==> src/rtl/des_pkg.sv <==
// des_pkg: shared constants for the DES key schedule.
//   PC1    - PC-1 selection table (56 entries, FIPS 1-based key bit numbers)
//   PC2    - PC-2 selection table (48 entries, 1-based C||D bit numbers)
//   SHIFTS - per-round rotation amounts s_1..s_16
//   state_t, rot_l/rot_r - schedule FSM states and C/D half rotations
package des_pkg;

   typedef enum logic {
      IDLE  = 1'b0,
      ROUND = 1'b1
   } state_t;

   localparam int unsigned PC1 [56] = '{
      57, 49, 41, 33, 25, 17,  9,  1, 58, 50, 42, 34, 26, 18,
      10,  2, 59, 51, 43, 35, 27, 19, 11,  3, 60, 52, 44, 36,
      63, 55, 47, 39, 31, 23, 15,  7, 62, 54, 46, 38, 30, 22,
      14,  6, 61, 53, 45, 37, 29, 21, 13,  5, 28, 20, 12,  4
   };

   localparam int unsigned PC2 [48] = '{
      14, 17, 11, 24,  1,  5,  3, 28, 15,  6, 21, 10,
      23, 19, 12,  4, 26,  8, 16,  7, 27, 20, 13,  2,
      41, 52, 31, 37, 47, 55, 30, 40, 51, 45, 33, 48,
      44, 49, 39, 56, 34, 53, 46, 42, 50, 36, 29, 32
   };

   localparam int unsigned SHIFTS [16] = '{
      1, 1, 2, 2, 2, 2, 2, 2, 1, 2, 2, 2, 2, 2, 2, 1
   };

   // FIPS bit 1 lives at index 0, so a FIPS left rotation moves bits
   // towards lower indices (a vector right rotation) and vice versa.
   function automatic logic [27:0] rot_l(input logic [27:0] x, input int unsigned n);
      return (n == 1) ? {x[0], x[27:1]} : {x[1:0], x[27:2]};
   endfunction

   function automatic logic [27:0] rot_r(input logic [27:0] x, input int unsigned n);
      return (n == 1) ? {x[26:0], x[27]} : {x[25:0], x[27:26]};
   endfunction

endpackage

==> src/rtl/des_key_schedule_if.sv <==
// des_key_schedule_if: key-in / subkey-out handshake bundle.
//   key_valid/key_ready/key/decrypt      - key offer (master -> schedule)
//   sk_valid/sk_ready/subkey/sk_round/sk_last - subkey stream (schedule -> master)
//   parity_err, busy                     - status from the schedule
interface des_key_schedule_if;
   logic        key_valid;
   logic        key_ready;
   logic [63:0] key;
   logic        decrypt;
   logic        sk_valid;
   logic        sk_ready;
   logic [47:0] subkey;
   logic [3:0]  sk_round;
   logic        sk_last;
   logic        parity_err;
   logic        busy;

   modport master (
      output key_valid, key, decrypt, sk_ready,
      input  key_ready, sk_valid, subkey, sk_round, sk_last, parity_err, busy
   );

   modport slave (
      input  key_valid, key, decrypt, sk_ready,
      output key_ready, sk_valid, subkey, sk_round, sk_last, parity_err, busy
   );
endinterface

==> src/rtl/des_pc2.sv <==
// des_pc2: combinational PC-2 compression, 56 -> 48 bits.
//   cd - C||D with C at [27:0], D at [55:28] (index i = FIPS bit i+1)
//   k  - round subkey (index i = PC-2 output bit i+1)
module des_pc2 (
   input  logic [55:0] cd,
   output logic [47:0] k
);
   import des_pkg::*;

   for (genvar g = 0; g < 48; g++) begin : g_pc2
      assign k[g] = cd[PC2[g] - 1];
   end
endmodule

==> src/rtl/des_key_schedule.sv <==
// des_key_schedule: sequential DES key schedule.
//   clk, rst_n - clock, asynchronous active-low reset
//   kif        - slave side of des_key_schedule_if: accepts a 64-bit key
//                (optionally parity-checked) and streams 16 subkeys in
//                encrypt (K1..K16) or decrypt (K16..K1) order
module des_key_schedule #(
   parameter bit PARITY_CHECK = 1'b1,
   parameter bit DEC_SUPPORT  = 1'b1
) (
   input logic               clk,
   input logic               rst_n,
   des_key_schedule_if.slave kif
);
   import des_pkg::*;

   state_t      state, state_nxt;
   logic [27:0] c, d, c_nxt, d_nxt;
   logic [3:0]  rnd, rnd_nxt;
   logic        dec, dec_nxt;
   logic        perr, perr_nxt;
   logic [55:0] pc1_out;
   logic [7:0]  byte_par;
   logic        key_bad;
   logic        dec_req;
   logic [3:0]  enc_idx;
   logic [3:0]  dec_idx;

   for (genvar g = 0; g < 56; g++) begin : g_pc1
      assign pc1_out[g] = kif.key[PC1[g] - 1];
   end

   for (genvar g = 0; g < 8; g++) begin : g_par
      assign byte_par[g] = ^kif.key[8*g +: 8];
   end

   assign key_bad = PARITY_CHECK && !(&byte_par);
   assign dec_req = DEC_SUPPORT && kif.decrypt;

   // rnd holds r-1; advancing to round r' = rnd+2 needs s_{r'} for encrypt
   // and s_{18-r'} for decrypt, i.e. SHIFTS[rnd+1] and SHIFTS[15-rnd].
   assign enc_idx = rnd + 4'd1;
   assign dec_idx = 4'd15 - rnd;

   always_comb begin
      state_nxt = state;
      c_nxt     = c;
      d_nxt     = d;
      rnd_nxt   = rnd;
      dec_nxt   = dec;
      perr_nxt  = 1'b0;
      case (state)
         IDLE: begin
            if (kif.key_valid) begin
               if (key_bad) begin
                  perr_nxt = 1'b1;
               end else begin
                  state_nxt = ROUND;
                  rnd_nxt   = '0;
                  dec_nxt   = dec_req;
                  if (dec_req) begin
                     // Total rotation over 16 rounds is 28: K16 uses PC-1 halves as-is.
                     c_nxt = pc1_out[27:0];
                     d_nxt = pc1_out[55:28];
                  end else begin
                     c_nxt = rot_l(pc1_out[27:0], SHIFTS[0]);
                     d_nxt = rot_l(pc1_out[55:28], SHIFTS[0]);
                  end
               end
            end
         end
         ROUND: begin
            if (kif.sk_ready) begin
               if (rnd == 4'd15) begin
                  state_nxt = IDLE;
               end else begin
                  rnd_nxt = rnd + 4'd1;
                  if (dec) begin
                     c_nxt = rot_r(c, SHIFTS[dec_idx]);
                     d_nxt = rot_r(d, SHIFTS[dec_idx]);
                  end else begin
                     c_nxt = rot_l(c, SHIFTS[enc_idx]);
                     d_nxt = rot_l(d, SHIFTS[enc_idx]);
                  end
               end
            end
         end
         default: state_nxt = IDLE;
      endcase
   end

   always_ff @(posedge clk or negedge rst_n) begin
      if (!rst_n) begin
         state <= IDLE;
         c     <= '0;
         d     <= '0;
         rnd   <= '0;
         dec   <= 1'b0;
         perr  <= 1'b0;
      end else begin
         state <= state_nxt;
         c     <= c_nxt;
         d     <= d_nxt;
         rnd   <= rnd_nxt;
         dec   <= dec_nxt;
         perr  <= perr_nxt;
      end
   end

   des_pc2 u_pc2 (
      .cd ({d, c}),
      .k  (kif.subkey)
   );

   assign kif.key_ready  = (state == IDLE);
   assign kif.busy       = (state == ROUND);
   assign kif.sk_valid   = (state == ROUND);
   assign kif.sk_round   = rnd;
   assign kif.sk_last    = (state == ROUND) && (rnd == 4'd15);
   assign kif.parity_err = perr;
endmodule

==> src/flat_wrapper.sv <==
// flat-port wrapper written by rule: the top's interface ports become plain ports
module des_key_schedule_flat import des_pkg::*;
#(
   parameter bit PARITY_CHECK = 1'b1,
   parameter bit DEC_SUPPORT  = 1'b1
)
  (clk, rst_n, kif_key_valid, kif_key, kif_decrypt, kif_sk_ready, kif_key_ready, kif_sk_valid, kif_subkey, kif_sk_round, kif_sk_last, kif_parity_err, kif_busy);
  des_key_schedule_if kif_i ();
  input logic clk;
  input logic rst_n;
  input wire logic [$bits(kif_i.key_valid)-1:0] kif_key_valid;
  input wire logic [$bits(kif_i.key)-1:0] kif_key;
  input wire logic [$bits(kif_i.decrypt)-1:0] kif_decrypt;
  input wire logic [$bits(kif_i.sk_ready)-1:0] kif_sk_ready;
  output wire logic [$bits(kif_i.key_ready)-1:0] kif_key_ready;
  output wire logic [$bits(kif_i.sk_valid)-1:0] kif_sk_valid;
  output wire logic [$bits(kif_i.subkey)-1:0] kif_subkey;
  output wire logic [$bits(kif_i.sk_round)-1:0] kif_sk_round;
  output wire logic [$bits(kif_i.sk_last)-1:0] kif_sk_last;
  output wire logic [$bits(kif_i.parity_err)-1:0] kif_parity_err;
  output wire logic [$bits(kif_i.busy)-1:0] kif_busy;
  assign kif_i.key_valid = kif_key_valid;
  assign kif_i.key = kif_key;
  assign kif_i.decrypt = kif_decrypt;
  assign kif_i.sk_ready = kif_sk_ready;
  assign kif_key_ready = kif_i.key_ready;
  assign kif_sk_valid = kif_i.sk_valid;
  assign kif_subkey = kif_i.subkey;
  assign kif_sk_round = kif_i.sk_round;
  assign kif_sk_last = kif_i.sk_last;
  assign kif_parity_err = kif_i.parity_err;
  assign kif_busy = kif_i.busy;
  des_key_schedule #(.PARITY_CHECK(PARITY_CHECK), .DEC_SUPPORT(DEC_SUPPORT)) u_core (.clk(clk), .rst_n(rst_n), .kif(kif_i));
endmodule
==> config.mk <==
export PLATFORM = sky130hd
export DESIGN_NAME = des_key_schedule_flat
export DESIGN_NICKNAME = d
export VERILOG_FILES = /design/src/rtl/des_pkg.sv /design/src/rtl/des_key_schedule_if.sv /design/src/rtl/des_pc2.sv /design/src/rtl/des_key_schedule.sv /design/src/flat_wrapper.sv
export SDC_FILE = /design/constraint.sdc
export NUM_CORES = 1
export LEC_CHECK = 0
export ABC_AREA = 1
export CORE_AREA = 2 2 143 145
export DETAILED_ROUTE_END_ITERATION = 8
export DIE_AREA = 0 0 145 147
export GPL_ROUTABILITY_DRIVEN = 0
export PLACE_DENSITY = 0.66
export SLEW_MARGIN = 20
export SYNTH_ARGS = -nofsm -noshare
export SYNTH_HDL_FRONTEND = slang
export SYNTH_HIERARCHICAL = 1
export SYNTH_SLANG_ARGS = --single-unit
==> constraint.sdc <==
create_clock -name clk -period 2.5 [get_ports clk]
set_clock_uncertainty 0.2 [all_clocks]
set_input_delay 0.375 -clock clk [delete_from_list [all_inputs] [get_ports clk]]
set_output_delay 0.375 -clock clk [all_outputs]
set_load 0.02 [all_outputs]
Yosys cells after proc, flatten, opt, wreduce, memory -nomap -nowiden:

Memories as Yosys holds them, arrays and structs flattened.
Index checks and enable logic that the tools add are counted.

* register bits after elaboration: 63
* memory bits (read-only): 1024
* output and inout port bits: 57
* word-level logic and storage cells: 69
* memories: 2

Memories
* (no name shown): words 16, width 32, read ports 1, clocked after Yosys merged registers in 0, write ports 0, RTL line des_key_schedule.sv:81 `c_nxt = rot_l(c, SHIFTS[enc_idx]);`
* (no name shown): words 16, width 32, read ports 1, clocked after Yosys merged registers in 0, write ports 0, RTL line des_key_schedule.sv:79 `d_nxt = rot_r(d, SHIFTS[dec_idx]);`

* add/subtract/negate cells: 2
* magnitude comparators: 2
* eq/ne operators: 7
* muxes and demuxes: 35
* bitwise gates (word level): 3
* reduce and logical (&&, ||, !) cells: 12

Operators by type and width (count)
* 2-to-1 mux 28 bit: 16
* 2-to-1 mux 32 bit: 4
* case mux 28 bit (2 select lines): 2
* == test 32 x 1 -> 1 bit (second input constant): 2
* parity 8 bit: 8
* 2-to-1 mux 4 bit: 4
* greater-or-equal comparator 5 bit (second input constant): 2
* inverter 4 -> 5 bit: 2
* AND reduction 10 bit: 1
* case mux 4 bit (2 select lines): 1
* AND reduction 8 bit: 1
* 2-to-1 mux 1 bit: 7
* != test 2 bit (second input constant): 3
* adder 4 x 1 -> 4 bit (second input constant): 1
* == test 4 bit (second input constant): 1
* AND reduction 4 bit: 1
* subtractor 4 bit (first input constant): 1
* != test 2 x 1 -> 1 bit (second input constant): 1
* case mux 1 bit (2 select lines): 1
* logical AND 1 bit: 1
* inverter 1 bit: 1

Logic depth before layout (Yosys ltp):

* depth after elaboration: 11
* depth in mapped cells: 16
* mapped depth without buffers: 15

Cells and area by module:

The synthesis kept the hierarchy.

Modules (own cells, without submodules)
* des_key_schedule: instances 1, cells each 1366, area an instance 7432.1 µm², sequential area each 1576.5 µm²
* des_pc2: instances 1, cells each 48, area an instance 360.3 µm², sequential area each 0.0 µm²

Worst setup path before layout:

Ideal clock, no wire load.

* path type: register to register
* start point: register u_core.rnd[0], in the netlist u_core/kif.sk_round[0]
* end point: register u_core.c[7]
* arrival time: 1.827 ns
* data required time: 2.182 ns
* path slack: 0.355 ns
* stages on the path, launching flop included: 13
* period minus slack after synthesis: 2.145 ns
* cells stage by stage: dfrtp_1 > inv_1 > ha_1 > inv_1 > nand2_1 > nand2_1 > buf_2 > buf_2 > nand3_1 > nand3_1 > a21oi_1 > nand3_1 > nand2_1

* word-level cells in the longest chain between the ends: 11

RTL lines
* start, declared: RTL line des_key_schedule.sv:18 `logic [3:0] rnd, rnd_nxt;`
* start signal, assigned: RTL line des_key_schedule.sv:103 `rnd <= rnd_nxt;`
* adder 4 x 1 -> 4 bit or subtractor 4 bit (tied branches): RTL line des_key_schedule.sv:41, des_key_schedule.sv:42
* inverter 4 -> 5 bit (on tied branches): RTL line des_key_schedule.sv:81, des_key_schedule.sv:78
* memory read (16 x 32 bit) (on tied branches)
* 2-to-1 mux 32 bit (on tied branches) (2 in series)
* == test 32 x 1 -> 1 bit (on tied branches)
* 2-to-1 mux 28 bit (on tied branches): RTL line des_pkg.sv:34, des_pkg.sv:38
* 2-to-1 mux 28 bit: RTL line des_key_schedule.sv:77 `if (dec) begin`
* 2-to-1 mux 28 bit: RTL line des_key_schedule.sv:73 `if (rnd == 4'd15) begin`
* 2-to-1 mux 28 bit: RTL line des_key_schedule.sv:72 `if (kif.sk_ready) begin`
* case mux 28 bit (2 select lines): RTL line des_key_schedule.sv:51 `case (state)`
* end signal, assigned: RTL line des_key_schedule.sv:101 `c <= c_nxt;`
* end, declared: RTL line des_key_schedule.sv:17 `logic [27:0] c, d, c_nxt, d_nxt;`

Parallel ways exist; a longest one is shown, timed or not. The select of a mux whose other input is x is not followed.
A chain may end at the register's enable or synchronous reset.

Worst setup path after layout:

* start point: register u_core.rnd[1], in the netlist u_core/kif.sk_round[1]
* end point: output port kif_sk_last

* word-level cells in the longest chain between the ends: 2

RTL lines
* == test 4 bit: RTL line des_key_schedule.sv:118 `assign kif.sk_last = (state == ROUND) && (rnd == 4'd15);`
* logical AND 1 bit: RTL line des_key_schedule.sv:118
* end, declared: RTL line flat_wrapper.sv:19 `output wire logic [$bits(kif_i.sk_last)-1:0] kif_sk_last;`

Every way passes these cells.

==> results.md <==
* Chip Width at 145 um
* Core Box Area at 0.0198 mm^2
* Clock Latency Late Sink at 0.34 ns
* Dpl hpwl at 19,000 um
* Wirelength per Cell at 15.1 um
* Row count at 52
* Grt ovf at 0
* Detailed-router iteration count before antenna repair at 5
* Yosys synthesis warning count at 6
* Via density at 5.27
* Largest net degree at the start of global routing at 64
* Routed WL at 26,600 um
* IO Count at 126
* CP max stage cell: dfrtp_1
* Syn Area/Cell at 5.51 um^2
* Clock Tree Root: clkbuf_16
* EDFF count, synth at 0
* Final setup violation count at 0
* RSZ-0062 raised after global routing: no
* Design area at 0.00953 mm^2
* Hold Vio Cnt, Final at 0
* CP Class: reg2out
* DR vias at 9,254
* Async S/R FF share, synth at 1.00
* GRT Total Usage at 0.245
* Sequential area share after synthesis at 0.202
* WHS at 0.316 ns
* Pwr dens at 447 mW/mm^2
* Main flop type after synthesis: dfrtp_1
* Cell Area, Synth at 0.00779 mm^2
* Synthesis-stage register bit count at 63
* WP data arrival at 1.75 ns
* Post-layout min period at 2.33 ns
* CP peak stage delay at 0.43 ns
* Most common cell in the synthesized netlist: nand2_1
* Placement Setup Slack at -0.162 ns
* Area leader, netlist: nand2_1
* Synth area leaders: nand2_1 (22%), dfrtp_1 (20%), nand3_1 (15%)
* CP cell instances: ha_1 > nand2_2 > nor2_2 > inv_1 > nor2_1 > dlygate4sd2_1
* Clock Path Buffers at 2
* Final Max Slew Viols at 0
* Max Fclk at 430 MHz
* Final core utilization at 0.480
* CP required at 1.92 ns
* Initial core utilization at 0.393
* Leading cell types by count after synthesis: nand2_1 (460), nand3_1 (241), a21oi_1 (157)
* Max-cap violation count at 0
* Status: finished clean
* Slew at the pin closest to its max-slew limit at 0.550 ns
* H-tree Lvls at 3
* First-pass GRT wire length at 42,500 um
* Port Buf Inserts at 125
* VDD IR max at 0.322 mV
* Synth cell types at 24
* Synth top area share at 0.222
* Clk slew on worst S/H paths at 0.06 ns
* Setup TNS at 0 ns
* Gate Count Post-Synth at 1,414
* Mapped Nets at 1,489
* Layout cells sized above 1 at 0.0714
* Number of global-route vias before repair at 8,278
* DRT iter0 DRCs at 1,001
* Diode count at 0
* Overall power at 4.26 mW
* Post-placement cell area at 0.00924 mm^2
* Inserted Clock Buffers at 9
* CTS sink count at 63
* Post-CTS Setup Bufs at 0
* Finished Layout Cells at 1,755
* TritonCTS clock tree: built
* Nets at 1,555
* Placed cell count at 1,738
* Post-DRT Antenna Nets at 0
* Die height at 147 um
* Syn-to-layout area delta at 22.3%
* Hold Path Class: reg2reg
* Relative slew slack at 0.631
* Pleak at 5.16 nW
* Crit path max fanout at 6
* Startpoint Class: register
* Initial antenna violation count at 0
* Final Cycle Share at 0.930
* DRC errors left at 0
* CP Capture Type: primary output
* Final WS setup at 0.175 ns
* DIE AREA at 0.0213 mm^2
## layer usage
metal  part of all wire  routed length, um  track usage  vias up
li1                   -                  -            -     4613
met1               0.44              11700        0.340     4150
met2               0.45              12100        0.387      449
met3              0.082               2190       0.0385       42
met4              0.023                600       0.0837        0
met5                  0                  0            0        -
## path summary, 6_finish.rpt
path                                                 endpoint                                from  slack [ns]  cells past startpoint
min in group asynchronous            u_core/c[11]$_DFFE_PN0P_                               rst_n        0.37                      3
max in group asynchronous  u_core/kif.sk_round[0]$_DFFE_PN0P_                               rst_n        1.38                      3
min                                   u_core/d[6]$_DFFE_PN0P_             u_core/d[6]$_DFFE_PN0P_        0.32                      2
max                                               kif_sk_last  u_core/kif.sk_round[1]$_DFFE_PN0P_        0.17                      6
min reg2reg                           u_core/d[6]$_DFFE_PN0P_             u_core/d[6]$_DFFE_PN0P_        0.32                      2
max reg2reg                          u_core/d[20]$_DFFE_PN0P_  u_core/kif.sk_round[0]$_DFFE_PN0P_        0.19                     13
## registers in the layout, indices dropped and copies added, names as in the netlist
signal	flops
u_core/kif.parity_err	1
u_core/d	28
u_core/kif.sk_round	4
u_core/dec	1
u_core/kif.busy	1
u_core/c	28
## layout make-up
type | instances | area, um^2
Multi-Input combinational cell | 1078 | 4850
Timing Repair Buffer | 203 | 2020
Clock buffer | 13 | 260
Inverter | 125 | 469
Sequential cell | 63 | 1580
Fill cell | 2099 | 10300
Clock inverter | 3 | 17.5
Tap cell | 270 | 338
## critical path, delay by kind of cell (launching register included)
family / cells / cell delay, ns
flip-flops: 1 / 0.43
AND/OR/NAND/NOR: 3 / 0.34
buffers and inverters: 2 / 0.40
adder cells (fa/ha/maj): 1 / 0.23
## report_power, final
group	switching (mW)	leakage (nW)	internal (mW)
clock network	0.497	0.136	0.723
logic	1.16	4.26	0.736
registers	0.0696	0.757	1.08
total	1.72	5.16	2.53
## cell families (layout without fill, tap and decap cells)
| logic type | Yosys count | in the layout | share of synthesized area |
|---|---|---|---|
| xor+xnor | 18 | 18 | 0.0202 |
| simple gates | 844 | 844 | 0.450 |
| fa+ha+maj | 6 | 6 | 0.00963 |
| flops | 63 | 63 | 0.202 |
| compound gates | 210 | 210 | 0.139 |
| buf+inv | 273 | 344 | 0.179 |
## repair_timing
| item | 4_1_cts | 5_1_grt |
|---|---|---|
| pin swaps | 0 | 0 |
| hold buffers | 1 | 0 |
| gates cloned | 0 | 0 |
| endpoints found under the setup margin | 1 | 2 |
| gates resized for setup | 2 | 2 |
| endpoints found under the hold margin | 63 | 0 |
## placed cells by master (no fill, tap or decap), types with 3 or more instances in the layout
cell type	Yosys	final
a211oi_1	11	11
a21oi_1	157	157
buf_12	0	15
buf_4	60	62
clkbuf_16	0	9
clkdlybuf4s50_1	0	122
dfrtp_1	63	61
ha_1	6	6
inv_1	123	122
inv_2	1	3
nand2_1	460	460
nand3_1	241	239
nand4_1	3	3
nor2_1	134	133
nor2_2	2	3
o21ai_0	41	41
xnor2_1	9	9
xor2_1	9	9
No activity file was read; power rests on OpenSTA's default activity.
